===== config.mk =====
export PLATFORM = sky130hd
export DESIGN_NAME = time_set_ctrl_flat
export DESIGN_NICKNAME = d
export VERILOG_FILES = /design/src/rtl/time_set_if.sv /design/src/rtl/time_set_ctrl.sv /design/src/flat_wrapper.sv
export SDC_FILE = /design/constraint.sdc
export NUM_CORES = 1
export LEC_CHECK = 0
export CORE_MARGIN = 2
export CORE_UTILIZATION = 23
export DETAILED_ROUTE_END_ITERATION = 8
export PLACE_DENSITY = 0.42
export SLEW_MARGIN = 0
export SYNTH_ARGS = -nofsm -noshare
export SYNTH_HDL_FRONTEND = slang
export SYNTH_SLANG_ARGS = --single-unit

===== constraint.sdc =====
create_clock -name clk -period 7.5 [get_ports clk]
set_input_delay 1.5 -clock clk [delete_from_list [all_inputs] [get_ports clk]]
set_output_delay 1.5 -clock clk [all_outputs]
set_load 0.01 [all_outputs]

===== src/rtl/time_set_if.sv =====
// time_set_if: set-mode controls, live time in, edited time and load strobe out.
`default_nettype none

interface time_set_if;
  logic       set_en;
  logic       btn_inc;
  logic       btn_dec;
  logic       btn_next;
  logic [3:0] cur_hour_t;
  logic [3:0] cur_hour_u;
  logic [3:0] cur_min_t;
  logic [3:0] cur_min_u;
  logic [3:0] cur_sec_t;
  logic [3:0] cur_sec_u;
  logic [3:0] hour_t;
  logic [3:0] hour_u;
  logic [3:0] min_t;
  logic [3:0] min_u;
  logic [3:0] sec_t;
  logic [3:0] sec_u;
  logic [1:0] field;
  logic       editing;
  logic       load;

  modport master (
    output set_en, btn_inc, btn_dec, btn_next,
    output cur_hour_t, cur_hour_u, cur_min_t, cur_min_u, cur_sec_t, cur_sec_u,
    input  hour_t, hour_u, min_t, min_u, sec_t, sec_u, field, editing, load
  );

  modport slave (
    input  set_en, btn_inc, btn_dec, btn_next,
    input  cur_hour_t, cur_hour_u, cur_min_t, cur_min_u, cur_sec_t, cur_sec_u,
    output hour_t, hour_u, min_t, min_u, sec_t, sec_u, field, editing, load
  );
endinterface

`default_nettype wire


===== src/rtl/time_set_ctrl.sv =====
// ============================================================================
// time_set_ctrl: field-by-field BCD time editor with load strobe on exit.
// Hold-to-repeat built only with TIME_SET_AUTOREPEAT_EN defined.  Rev 1.0
// ============================================================================
`default_nettype none

module time_set_ctrl #(
  parameter int HOUR24        = 1,
  parameter int REPEAT_DELAY  = 50_000_000,
  parameter int REPEAT_PERIOD = 10_000_000
) (
  input  logic        clk,
  input  logic        rst_n,
  time_set_if.slave   bus
);

  localparam logic [1:0] FIELD_HOUR = 2'd0;
  localparam logic [1:0] FIELD_MIN  = 2'd1;
  localparam logic [1:0] FIELD_SEC  = 2'd2;
  localparam logic [3:0] HOUR_RST_T = (HOUR24 != 0) ? 4'd0 : 4'd1;
  localparam logic [3:0] HOUR_RST_U = (HOUR24 != 0) ? 4'd0 : 4'd2;
  localparam logic [7:0] HOUR_LO    = (HOUR24 != 0) ? 8'd0 : 8'd1;
  localparam logic [7:0] HOUR_HI    = (HOUR24 != 0) ? 8'd23 : 8'd12;
  localparam logic [7:0] MS_LO      = 8'd0;
  localparam logic [7:0] MS_HI      = 8'd59;

  logic [3:0] r_hour_t, r_hour_u, r_min_t, r_min_u, r_sec_t, r_sec_u;
  logic [1:0] r_field;
  logic       r_editing;
  logic       r_load;
  logic       r_inc_q, r_dec_q, r_next_q;

  logic       w_edit, w_entry;
  logic       w_inc_press, w_dec_press, w_next_press;
  logic       w_rpt_up, w_rpt_dn;
  logic       w_up, w_dn;
  logic [3:0] w_sel_t, w_sel_u;
  logic [7:0] w_lo, w_hi, w_val, w_new;
  logic       w_valid;
  logic [3:0] w_new_t, w_new_u;

  assign w_edit       = bus.set_en & r_editing;
  assign w_entry      = bus.set_en & ~r_editing;
  assign w_inc_press  = bus.btn_inc & ~r_inc_q;
  assign w_dec_press  = bus.btn_dec & ~r_dec_q;
  assign w_next_press = bus.btn_next & ~r_next_q;

  assign w_up = w_edit & ((w_inc_press & ~w_dec_press) | w_rpt_up);
  assign w_dn = w_edit & ((w_dec_press & ~w_inc_press) | w_rpt_dn);

  // Repeat timing parameters are only meaningful when auto-repeat is built.
  if (REPEAT_DELAY < 2 || REPEAT_PERIOD < 1) begin : g_repeat_cfg_illegal
  end

`ifdef TIME_SET_AUTOREPEAT_EN
  localparam int RPT_MAX = (REPEAT_DELAY > REPEAT_PERIOD) ? REPEAT_DELAY : REPEAT_PERIOD;
  localparam int RPT_W   = $clog2(RPT_MAX + 1);

  logic [RPT_W-1:0] r_rpt_cnt;
  logic             r_rpt_phase;
  logic             r_rpt_arm;
  logic [RPT_W-1:0] w_rpt_next, w_rpt_thr;
  logic             w_one_held, w_rpt_hit;

  assign w_rpt_next = r_rpt_cnt + RPT_W'(1);
  assign w_rpt_thr  = r_rpt_phase ? RPT_W'(REPEAT_PERIOD) : RPT_W'(REPEAT_DELAY);
  assign w_one_held = bus.btn_inc ^ bus.btn_dec;
  assign w_rpt_hit  = w_edit & r_rpt_arm & w_one_held & ~w_inc_press & ~w_dec_press
                    & (w_rpt_next == w_rpt_thr);
  assign w_rpt_up   = w_rpt_hit & bus.btn_inc;
  assign w_rpt_dn   = w_rpt_hit & bus.btn_dec;

  // Arm only on a real press so a button held across entry never repeats.
  always_ff @(posedge clk or negedge rst_n) begin
    if (!rst_n) begin
      r_rpt_cnt   <= '0;
      r_rpt_phase <= 1'b0;
      r_rpt_arm   <= 1'b0;
    end else if (!w_edit || !w_one_held) begin
      r_rpt_cnt   <= '0;
      r_rpt_phase <= 1'b0;
      r_rpt_arm   <= 1'b0;
    end else if (w_inc_press || w_dec_press) begin
      r_rpt_cnt   <= '0;
      r_rpt_phase <= 1'b0;
      r_rpt_arm   <= 1'b1;
    end else if (r_rpt_arm) begin
      if (w_rpt_next == w_rpt_thr) begin
        r_rpt_cnt   <= '0;
        r_rpt_phase <= 1'b1;
      end else begin
        r_rpt_cnt   <= w_rpt_next;
      end
    end
  end
`else
  assign w_rpt_up = 1'b0;
  assign w_rpt_dn = 1'b0;
`endif

  always_comb begin
    w_sel_t = r_hour_t;
    w_sel_u = r_hour_u;
    w_lo    = HOUR_LO;
    w_hi    = HOUR_HI;
    case (r_field)
      FIELD_MIN: begin
        w_sel_t = r_min_t;
        w_sel_u = r_min_u;
        w_lo    = MS_LO;
        w_hi    = MS_HI;
      end
      FIELD_SEC: begin
        w_sel_t = r_sec_t;
        w_sel_u = r_sec_u;
        w_lo    = MS_LO;
        w_hi    = MS_HI;
      end
      default: ;
    endcase
    w_val   = {4'd0, w_sel_t} * 8'd10 + {4'd0, w_sel_u};
    w_valid = (w_sel_u <= 4'd9) && (w_val >= w_lo) && (w_val <= w_hi);
    // Out-of-range captures snap to the field minimum on their first step.
    w_new   = w_lo;
    if (w_valid) begin
      if (w_up) w_new = (w_val == w_hi) ? w_lo : w_val + 8'd1;
      else      w_new = (w_val == w_lo) ? w_hi : w_val - 8'd1;
    end
    w_new_t = 4'(w_new / 8'd10);
    w_new_u = 4'(w_new % 8'd10);
  end

  always_ff @(posedge clk or negedge rst_n) begin
    if (!rst_n) begin
      r_hour_t  <= HOUR_RST_T;
      r_hour_u  <= HOUR_RST_U;
      r_min_t   <= 4'd0;
      r_min_u   <= 4'd0;
      r_sec_t   <= 4'd0;
      r_sec_u   <= 4'd0;
      r_field   <= FIELD_HOUR;
      r_editing <= 1'b0;
      r_load    <= 1'b0;
      r_inc_q   <= 1'b0;
      r_dec_q   <= 1'b0;
      r_next_q  <= 1'b0;
    end else begin
      r_inc_q   <= bus.btn_inc;
      r_dec_q   <= bus.btn_dec;
      r_next_q  <= bus.btn_next;
      r_editing <= bus.set_en;
      r_load    <= ~bus.set_en & r_editing;
      if (w_entry) begin
        r_hour_t <= bus.cur_hour_t;
        r_hour_u <= bus.cur_hour_u;
        r_min_t  <= bus.cur_min_t;
        r_min_u  <= bus.cur_min_u;
        r_sec_t  <= bus.cur_sec_t;
        r_sec_u  <= bus.cur_sec_u;
        r_field  <= FIELD_HOUR;
      end else if (w_edit) begin
        if (w_up || w_dn) begin
          case (r_field)
            FIELD_MIN: begin
              r_min_t <= w_new_t;
              r_min_u <= w_new_u;
            end
            FIELD_SEC: begin
              r_sec_t <= w_new_t;
              r_sec_u <= w_new_u;
            end
            default: begin
              r_hour_t <= w_new_t;
              r_hour_u <= w_new_u;
            end
          endcase
        end
        if (w_next_press) begin
          r_field <= (r_field == FIELD_SEC) ? FIELD_HOUR : r_field + 2'd1;
        end
      end
    end
  end

  assign bus.hour_t  = r_hour_t;
  assign bus.hour_u  = r_hour_u;
  assign bus.min_t   = r_min_t;
  assign bus.min_u   = r_min_u;
  assign bus.sec_t   = r_sec_t;
  assign bus.sec_u   = r_sec_u;
  assign bus.field   = r_field;
  assign bus.editing = r_editing;
  assign bus.load    = r_load;

endmodule

`default_nettype wire


===== src/flat_wrapper.sv =====
// flat-port wrapper written by rule: the top's interface ports become plain ports
module time_set_ctrl_flat 
#(
  parameter int HOUR24        = 1,
  parameter int REPEAT_DELAY  = 50_000_000,
  parameter int REPEAT_PERIOD = 10_000_000
)
  (clk, rst_n, bus_set_en, bus_btn_inc, bus_btn_dec, bus_btn_next, bus_cur_hour_t, bus_cur_hour_u, bus_cur_min_t, bus_cur_min_u, bus_cur_sec_t, bus_cur_sec_u, bus_hour_t, bus_hour_u, bus_min_t, bus_min_u, bus_sec_t, bus_sec_u, bus_field, bus_editing, bus_load);
  time_set_if bus_i ();
  input  logic clk;
  input  logic rst_n;
  input wire logic [$bits(bus_i.set_en)-1:0] bus_set_en;
  input wire logic [$bits(bus_i.btn_inc)-1:0] bus_btn_inc;
  input wire logic [$bits(bus_i.btn_dec)-1:0] bus_btn_dec;
  input wire logic [$bits(bus_i.btn_next)-1:0] bus_btn_next;
  input wire logic [$bits(bus_i.cur_hour_t)-1:0] bus_cur_hour_t;
  input wire logic [$bits(bus_i.cur_hour_u)-1:0] bus_cur_hour_u;
  input wire logic [$bits(bus_i.cur_min_t)-1:0] bus_cur_min_t;
  input wire logic [$bits(bus_i.cur_min_u)-1:0] bus_cur_min_u;
  input wire logic [$bits(bus_i.cur_sec_t)-1:0] bus_cur_sec_t;
  input wire logic [$bits(bus_i.cur_sec_u)-1:0] bus_cur_sec_u;
  output wire logic [$bits(bus_i.hour_t)-1:0] bus_hour_t;
  output wire logic [$bits(bus_i.hour_u)-1:0] bus_hour_u;
  output wire logic [$bits(bus_i.min_t)-1:0] bus_min_t;
  output wire logic [$bits(bus_i.min_u)-1:0] bus_min_u;
  output wire logic [$bits(bus_i.sec_t)-1:0] bus_sec_t;
  output wire logic [$bits(bus_i.sec_u)-1:0] bus_sec_u;
  output wire logic [$bits(bus_i.field)-1:0] bus_field;
  output wire logic [$bits(bus_i.editing)-1:0] bus_editing;
  output wire logic [$bits(bus_i.load)-1:0] bus_load;
  assign bus_i.set_en = bus_set_en;
  assign bus_i.btn_inc = bus_btn_inc;
  assign bus_i.btn_dec = bus_btn_dec;
  assign bus_i.btn_next = bus_btn_next;
  assign bus_i.cur_hour_t = bus_cur_hour_t;
  assign bus_i.cur_hour_u = bus_cur_hour_u;
  assign bus_i.cur_min_t = bus_cur_min_t;
  assign bus_i.cur_min_u = bus_cur_min_u;
  assign bus_i.cur_sec_t = bus_cur_sec_t;
  assign bus_i.cur_sec_u = bus_cur_sec_u;
  assign bus_hour_t = bus_i.hour_t;
  assign bus_hour_u = bus_i.hour_u;
  assign bus_min_t = bus_i.min_t;
  assign bus_min_u = bus_i.min_u;
  assign bus_sec_t = bus_i.sec_t;
  assign bus_sec_u = bus_i.sec_u;
  assign bus_field = bus_i.field;
  assign bus_editing = bus_i.editing;
  assign bus_load = bus_i.load;
  time_set_ctrl #(.HOUR24(HOUR24), .REPEAT_DELAY(REPEAT_DELAY), .REPEAT_PERIOD(REPEAT_PERIOD)) u_core (.clk(clk), .rst_n(rst_n), .bus(bus_i));
endmodule

==> impl_metrics.env, run 1 <==
export IMPL_final_hold_violation_count=0
export IMPL_run_status="finished, final reports clean"
export IMPL_final_core_utilization_pct=29.9
export IMPL_numCtsBuffers=5
export IMPL_synth_compound_area_share_pct=35.6
export IMPL_yosys_mux_area_fraction_pct=2.32
export IMPL_slowest_delay_ns=0.54
export IMPL_n_antenna_cell=0
export IMPL_initial_utilization_pct=23.4
export IMPL_postSynthNetCount=443
export IMPL_port_buffer_count=57
export IMPL_cts_tree="yes"
export IMPL_post_cts_resize_count=0
export IMPL_setup_worst_path_end="u_core.bus.hour_u[3]"
export IMPL_clock_sinks=31
export IMPL_grt_setup_unrepaired="false"
export IMPL_tightest_slew_ns=1.14
export IMPL_synthDominantCellAreaShare_pct=24.0
export IMPL_max_cap_viol_count=0
export IMPL_htreeDepth=2
export IMPL_clock_fmax_mhz=146
export IMPL_ys_async_sr_fraction_pct=100
export IMPL_yosys_top_cells_area="sky130_fd_sc_hd__dfrtp_1 (24%), sky130_fd_sc_hd__ha_1 (7.3%), sky130_fd_sc_hd__a21oi_1 (4.3%)"
export IMPL_worstSetupEndpointType="flop"
export IMPL_cts_root_buffer="sky130_fd_sc_hd__clkbuf_16"
export IMPL_synth_edf_count=0
export IMPL_drive_above_1_share_pct=9.95
export IMPL_grt_pass1_vias=3389
export IMPL_final_antenna_net_count=0
export IMPL_start_kind="flop"
export IMPL_grt_total_usage_pct=15.5
export IMPL_layout_area_overhead_vs_synth_pct=27.7
export IMPL_worst_r2r_endpoint="u_core.bus.hour_u[3]"
export IMPL_cts_setup_buffers=0
export IMPL_timing_hold_worst_class="flop to flop"
export IMPL_slowest_stage="sky130_fd_sc_hd__or4_1"
export IMPL_fill_count=1438
export IMPL_finalSetupViolCount=0
export IMPL_detail_route_wirelength_um=11000
export IMPL_antenna_found_initial=0
export IMPL_synthesis_instances=392
export IMPL_main_combinational_cell_family_by_area_after_synthesis="compound AO/OA/AOI/OAI gates"
export IMPL_setup_total_negative_slack_ns=0
export IMPL_area_used_by_multi_input_combinational_logic_um2=2320
export IMPL_drt_vias_per_instance=5.10
export IMPL_share_of_synthesized_cell_area_in_full_adder_half_adder_and_majority_cells_pct=8.58
export IMPL_worst_path_most_repeated_cell="sky130_fd_sc_hd__ha_1"
export IMPL_gp_congestion=0.859
export IMPL_grt_overflow=0
export IMPL_drt_pre_antenna_iters=4
export IMPL_ys_seq_area_share_pct=24.0
export IMPL_post_synth_cell_types=77
export IMPL_synth_yosys_warnings=0
export IMPL_worst_r2r_startpoint="u_core.bus.field[1]"
export IMPL_timing_clock_skew_ns=0.00726
export IMPL_top_cell_type_by_total_area_after_synthesis="sky130_fd_sc_hd__dfrtp_1"
export IMPL_flip_flop_and_latch_count_after_synthesis=31
export IMPL_syn_area_um2=3240
export IMPL_final_nets=492
export IMPL_post_route_drc_count=0
export IMPL_timing_final_crit_share_pct=91.2
export IMPL_cts_clk_slew_worst_paths_ns=0.05
export IMPL_worst_skew_pair_late_latency_ns=0.27
export IMPL_hpwl_um=9020
export IMPL_post_synth_xor_area_fraction_pct=1.86
export IMPL_die_y_um=123
export IMPL_design_core_area_um2=13800
export IMPL_arrival_ns=6.94
export IMPL_critPathRequiredTime_ns=7.60
export IMPL_worst_setup_path_type="flop to flop"
export IMPL_ff_latch_area_um2=776
export IMPL_fp_dieW_um=123
export IMPL_postSynth_topFlopCell="sky130_fd_sc_hd__dfrtp_1"
export IMPL_buffer_depth_of_the_longest_clock_path=2
export IMPL_crit_path_start="u_core.bus.field[1]"
export IMPL_setup_reg_to_reg_worst_slack_ns=0.66
export IMPL_num_io_pins=58
export IMPL_largest_net_degree_at_the_start_of_global_routing=32
export IMPL_postCtsHoldBufs=0
export IMPL_worst_r2r_path_depth=28
export IMPL_dr_total_vias=3171
export IMPL_worst_slew_margin_rel_pct=23.7
export IMPL_final_count_of_pins_violating_max_slew=0
export IMPL_syn_mean_instance_area_um2=8.25
export IMPL_routed_wire_per_std_cell_um=17.7
export IMPL_crit_path_max_fanout=10
export IMPL_period_needed_ns=6.84
export IMPL_dieArea_um2=15000
export IMPL_first_pass_grt_wire_length_um=18200
export IMPL_floorplan_rows=43
export IMPL_synth_simple_area_share_pct=22.9
export IMPL_drt_initial_drc_count=199
-- routing by layer --
metal	track usage, %	wire [um]
met5	0	0
met1	21.7	5500
met3	2.04	359
met4	2.23	91
met2	25.7	5080
-- Yosys cell counts, types with 3 or more instances --
cell type                   instances
sky130_fd_sc_hd__buf_2              7
sky130_fd_sc_hd__nor4_1             5
sky130_fd_sc_hd__inv_2              3
sky130_fd_sc_hd__o21ai_0           25
sky130_fd_sc_hd__ha_1              19
sky130_fd_sc_hd__a21o_1            11
sky130_fd_sc_hd__nand2b_1           9
sky130_fd_sc_hd__o31a_1             3
sky130_fd_sc_hd__a31oi_1            4
sky130_fd_sc_hd__inv_1             15
sky130_fd_sc_hd__dfrtp_1           31
sky130_fd_sc_hd__a211oi_1           5
sky130_fd_sc_hd__o2111ai_1          3
sky130_fd_sc_hd__nand2_1           37
sky130_fd_sc_hd__a22oi_1           17
sky130_fd_sc_hd__a21oi_1           28
sky130_fd_sc_hd__nand3_1           10
sky130_fd_sc_hd__o22ai_1            3
sky130_fd_sc_hd__o211a_1            6
sky130_fd_sc_hd__nor3_1             8
sky130_fd_sc_hd__nor2b_1            8
sky130_fd_sc_hd__clkbuf_1           9
sky130_fd_sc_hd__xnor2_1            5
sky130_fd_sc_hd__a21oi_2            4
sky130_fd_sc_hd__mux2i_1            6
sky130_fd_sc_hd__and2_1             4
sky130_fd_sc_hd__nor2_1            31
sky130_fd_sc_hd__o211ai_1           3
sky130_fd_sc_hd__or3_1              7
sky130_fd_sc_hd__or3b_1             3
sky130_fd_sc_hd__a21boi_0           4
-- layout by cell type (no fill, tap or decap), types with 4 or more instances in the layout --
cell type                         instances
sky130_fd_sc_hd__a22oi_1                 17
sky130_fd_sc_hd__a211oi_1                 5
sky130_fd_sc_hd__a31oi_1                  4
sky130_fd_sc_hd__clkbuf_16                5
sky130_fd_sc_hd__buf_4                    4
sky130_fd_sc_hd__o211a_1                  6
sky130_fd_sc_hd__nand3_1                 10
sky130_fd_sc_hd__nor4_1                   5
sky130_fd_sc_hd__dfrtp_1                 31
sky130_fd_sc_hd__nor2_1                  30
sky130_fd_sc_hd__and2_1                   4
sky130_fd_sc_hd__nor3_1                   8
sky130_fd_sc_hd__o21ai_0                 25
sky130_fd_sc_hd__ha_1                    18
sky130_fd_sc_hd__a21o_1                  11
sky130_fd_sc_hd__a21oi_2                  4
sky130_fd_sc_hd__mux2i_1                  6
sky130_fd_sc_hd__or3_1                    7
sky130_fd_sc_hd__nand2_1                 37
sky130_fd_sc_hd__xnor2_1                  5
sky130_fd_sc_hd__a21boi_0                 4
sky130_fd_sc_hd__a21oi_1                 28
sky130_fd_sc_hd__nand2b_1                 9
sky130_fd_sc_hd__nor2b_1                  7
sky130_fd_sc_hd__clkdlybuf4s50_1         57
sky130_fd_sc_hd__inv_1                   15
-- critical path: cells and delay by family (launching register included) --
kind	cells	cell delay, ns
AOI/OAI and AO/OA	12	2.24
xor gates and xnor gates	1	0.16
and+or+nand+nor	4	1.26
buffers and inverters	4	0.44
adders and majority gates	7	2.14
DFF	1	0.39
-- kinds of logic (layout without fill, tap and decap cells) --
logic type / Yosys count / after routing
flip-flops: 31 / 31
adder cells (fa/ha/maj): 21 / 21
AND/OR/NAND/NOR: 142 / 142
multiplexers: 7 / 7
AO/OA/AOI/OAI: 148 / 148
buffers and inverters: 37 / 87
XOR/XNOR: 6 / 6
-- worst min-delay path by stage --
stage                        start             endpoint  slack, ns  depth (start not counted)
2_1_floorplan  u_core.bus.sec_t[2]  u_core.bus.sec_t[2]       0.55                          2
3_3_place_gp   u_core.bus.min_t[2]  u_core.bus.min_t[2]       0.53                          2
3_5_place_dp   u_core.bus.min_t[2]  u_core.bus.min_t[2]       0.52                          2
4_1_cts        u_core.bus.min_t[2]  u_core.bus.min_t[2]       0.54                          2
5_1_grt        u_core.bus.min_t[2]  u_core.bus.min_t[2]       0.56                          2
6_report       u_core.bus.min_t[2]  u_core.bus.min_t[2]       0.54                          2
-- state kept, by name, indices dropped and copies added (netlist names), 2 cells and up --
name,cells
u_core.bus.hour_u,4
u_core.bus.min_u,4
u_core.bus.min_t,4
u_core.bus.sec_u,4
u_core.bus.sec_t,4
u_core.bus.hour_t,4
u_core.bus.field,2
-- layout make-up --
cell class                 instances  share of cell area [%]
clock buffer                       6                    3.12
multi-input combinational        324                    56.2
clock inverter                     2                   0.303
sequential                        31                    18.8
inverter                          18                    1.63
tap                              180                    5.45
timing repair buffer              61                    14.5
-- per-stage QoR --
step                cells  setup WS (ns)  hold slack [ns]  instance area, um2
global placement      614          0.491            0.528                3980
floorplan             392           1.18            0.548                3240
detailed placement    614          0.335            0.525                3980
finish                622          0.660            0.538                4130
global route          622         0.0870            0.561                4130
CTS                   622          0.323            0.539                4120
Power of run 1 is not shown: default switching activity piles up to over one toggle a cycle in this logic, so the estimate is an artifact.
==> inputs of run 2 (changes only) <==
--- a/config.mk
+++ b/config.mk
@@ -8,7 +8,7 @@
 export CORE_MARGIN = 2
 export CORE_UTILIZATION = 23
 export DETAILED_ROUTE_END_ITERATION = 8
-export PLACE_DENSITY = 0.42
+export PLACE_DENSITY = 0.52
 export SLEW_MARGIN = 0
 export SYNTH_ARGS = -nofsm -noshare
 export SYNTH_HDL_FRONTEND = slang
==> impl_metrics.env, run 2 (synthesis gave the netlist of run 1 again) <==
export IMPL_final_core_utilization_pct=30.1
export IMPL_antenna_found_initial=0
export IMPL_worstSetupEndpointType="flop"
export IMPL_buffer_depth_of_the_longest_clock_path=2
export IMPL_port_buffer_count=57
export IMPL_numCtsBuffers=5
export IMPL_setup_total_negative_slack_ns=0
export IMPL_hpwl_um=8630
export IMPL_initial_utilization_pct=23.4
export IMPL_hold_path_depth=2
export IMPL_post_route_drc_count=0
export IMPL_layout_commonest_cell="sky130_fd_sc_hd__clkdlybuf4s50_1"
export IMPL_drt_initial_drc_count=196
export IMPL_dr_total_vias=3231
export IMPL_timing_final_crit_share_pct=92.6
export IMPL_worst_r2r_path_depth=29
export IMPL_ff_latch_area_um2=776
export IMPL_n_antenna_cell=0
export IMPL_worst_slew_margin_rel_pct=18.1
export IMPL_grt_setup_unrepaired="false"
export IMPL_htreeDepth=2
export IMPL_routed_wire_per_std_cell_um=17.3
export IMPL_post_cts_resize_count=0
export IMPL_finalSetupViolCount=0
export IMPL_final_count_of_pins_violating_max_slew=0
export IMPL_dieArea_um2=15000
export IMPL_arrival_ns=7.04
export IMPL_clock_fmax_mhz=144
export IMPL_cts_clk_slew_worst_paths_ns=0.05
export IMPL_final_nets=496
export IMPL_fin_area_um2=4160
export IMPL_grt_pass1_vias=3244
export IMPL_period_needed_ns=6.94
export IMPL_timing_hold_worst_class="flop to flop"
export IMPL_crit_path_max_fanout=12
export IMPL_floorplan_rows=43
export IMPL_slowest_delay_ns=0.52
export IMPL_detail_route_wirelength_um=10800
export IMPL_critPathRequiredTime_ns=7.60
export IMPL_tightest_slew_ns=1.22
export IMPL_grt_overflow=0
export IMPL_worst_skew_pair_late_latency_ns=0.27
export IMPL_num_io_pins=58
export IMPL_slowest_stage="sky130_fd_sc_hd__or4_1"
export IMPL_drive_above_1_share_pct=10.3
export IMPL_cts_setup_buffers=0
export IMPL_run_status="finished, final reports clean"
export IMPL_placed_area_um2=4010
export IMPL_postCtsHoldBufs=0
export IMPL_layout_area_overhead_vs_synth_pct=28.7
export IMPL_gp_congestion=0.887
export IMPL_design_core_area_um2=13800
export IMPL_worst_setup_path_type="flop to flop"
export IMPL_final_antenna_net_count=0
export IMPL_cts_tree="yes"
export IMPL_max_cap_viol_count=0
export IMPL_first_pass_grt_wire_length_um=17300
export IMPL_cts_root_buffer="sky130_fd_sc_hd__clkbuf_16"
export IMPL_clock_sinks=31
export IMPL_final_hold_violation_count=0
export IMPL_drt_pre_antenna_iters=4
export IMPL_grt_total_usage_pct=14.7
export IMPL_worst_path_most_repeated_cell="sky130_fd_sc_hd__ha_1"
export IMPL_area_used_by_multi_input_combinational_logic_um2=2310
export IMPL_timing_clock_skew_ns=0.00321
export IMPL_die_y_um=123
export IMPL_drt_vias_per_instance=5.16
export IMPL_commonest_non_fill_non_tap_cells_in_the_layout="sky130_fd_sc_hd__clkdlybuf4s50_1 (57), sky130_fd_sc_hd__nand2_1 (37), sky130_fd_sc_hd__nor2_1 (31), sky130_fd_sc_hd__dfrtp_1 (31), sky130_fd_sc_hd__a21oi_1 (28)"
export IMPL_fill_count=1486
export IMPL_start_kind="flop"
export IMPL_largest_net_degree_at_the_start_of_global_routing=32
export IMPL_fp_dieW_um=123
run 2: changes by cell type in the layout (fill, tap and decap cells not counted), sizes merged:
| cell | before | now |
|---|---|---|
| clkinvlp | 1 | 0 |
| clkinv | 1 | 0 |
| clkbuf | 6 | 8 |
| buf | 4 | 8 |
run 2: per-stage QoR:
stage,std cells,setup WS (ns),hold slack (ns)
2_1_floorplan,392,1.18,0.548
3_3_place_gp,618,0.857,0.528
3_5_place_dp,618,0.589,0.535
4_1_cts,626,0.568,0.550
5_1_grt,626,0.0293,0.562
6_report,626,0.555,0.548
run 2: area by class of cell:
cell class              instances  area share (%)
multi-input cells             324            55.4
well taps                     180            5.41
clock buffers                   8            3.76
inverters                      18            1.62
flip-flops and latches         31            18.6
repair buffers                 65            15.1
run 2: critical path: cells and delay by family (launching register included):
kind / cells / cell delay, ns
simple gates: 6 / 1.46
xor+xnor: 1 / 0.16
buf+inv: 5 / 0.59
flops: 1 / 0.42
compound gates: 10 / 1.81
fa+ha+maj: 7 / 2.31
run 2: routing by layer:
metal	vias to the layer above	global-route usage (%)	routed length [um]
met3	2	2.28	366
met5	-	0	0
met4	0	1.15	14
li1	1588	-	-
met2	62	24.8	5220
met1	1579	20.7	5230
run 2: path summary, 6_finish.rpt:
path                                      from              endpoint  slack, ns
max reg2reg                u_core.bus.field[0]  u_core.bus.hour_u[2]       0.56
max in group asynchronous                rst_n       u_core.r_next_q       5.55
min                        u_core.bus.min_t[2]   u_core.bus.min_t[2]       0.55
min in group asynchronous                rst_n   u_core.bus.min_u[3]       1.64
max                        u_core.bus.field[0]  u_core.bus.hour_u[2]       0.56
min reg2reg                u_core.bus.min_t[2]   u_core.bus.min_t[2]       0.55
Power of run 2 is left out for the same reason.
==> inputs of run 3 (changes only) <==
==> constraint.sdc (replaced) <==
create_clock -name clk -period 7.5 [get_ports clk]
set_input_delay 1.125 -clock clk [delete_from_list [all_inputs] [get_ports clk]]
set_output_delay 1.125 -clock clk [all_outputs]
set_load 0.01 [all_outputs]
==> results of run 3 <==
The final DEF is identical to that of run 2. Status: finished, final reports clean.
Power of run 3 is left out for the same reason.
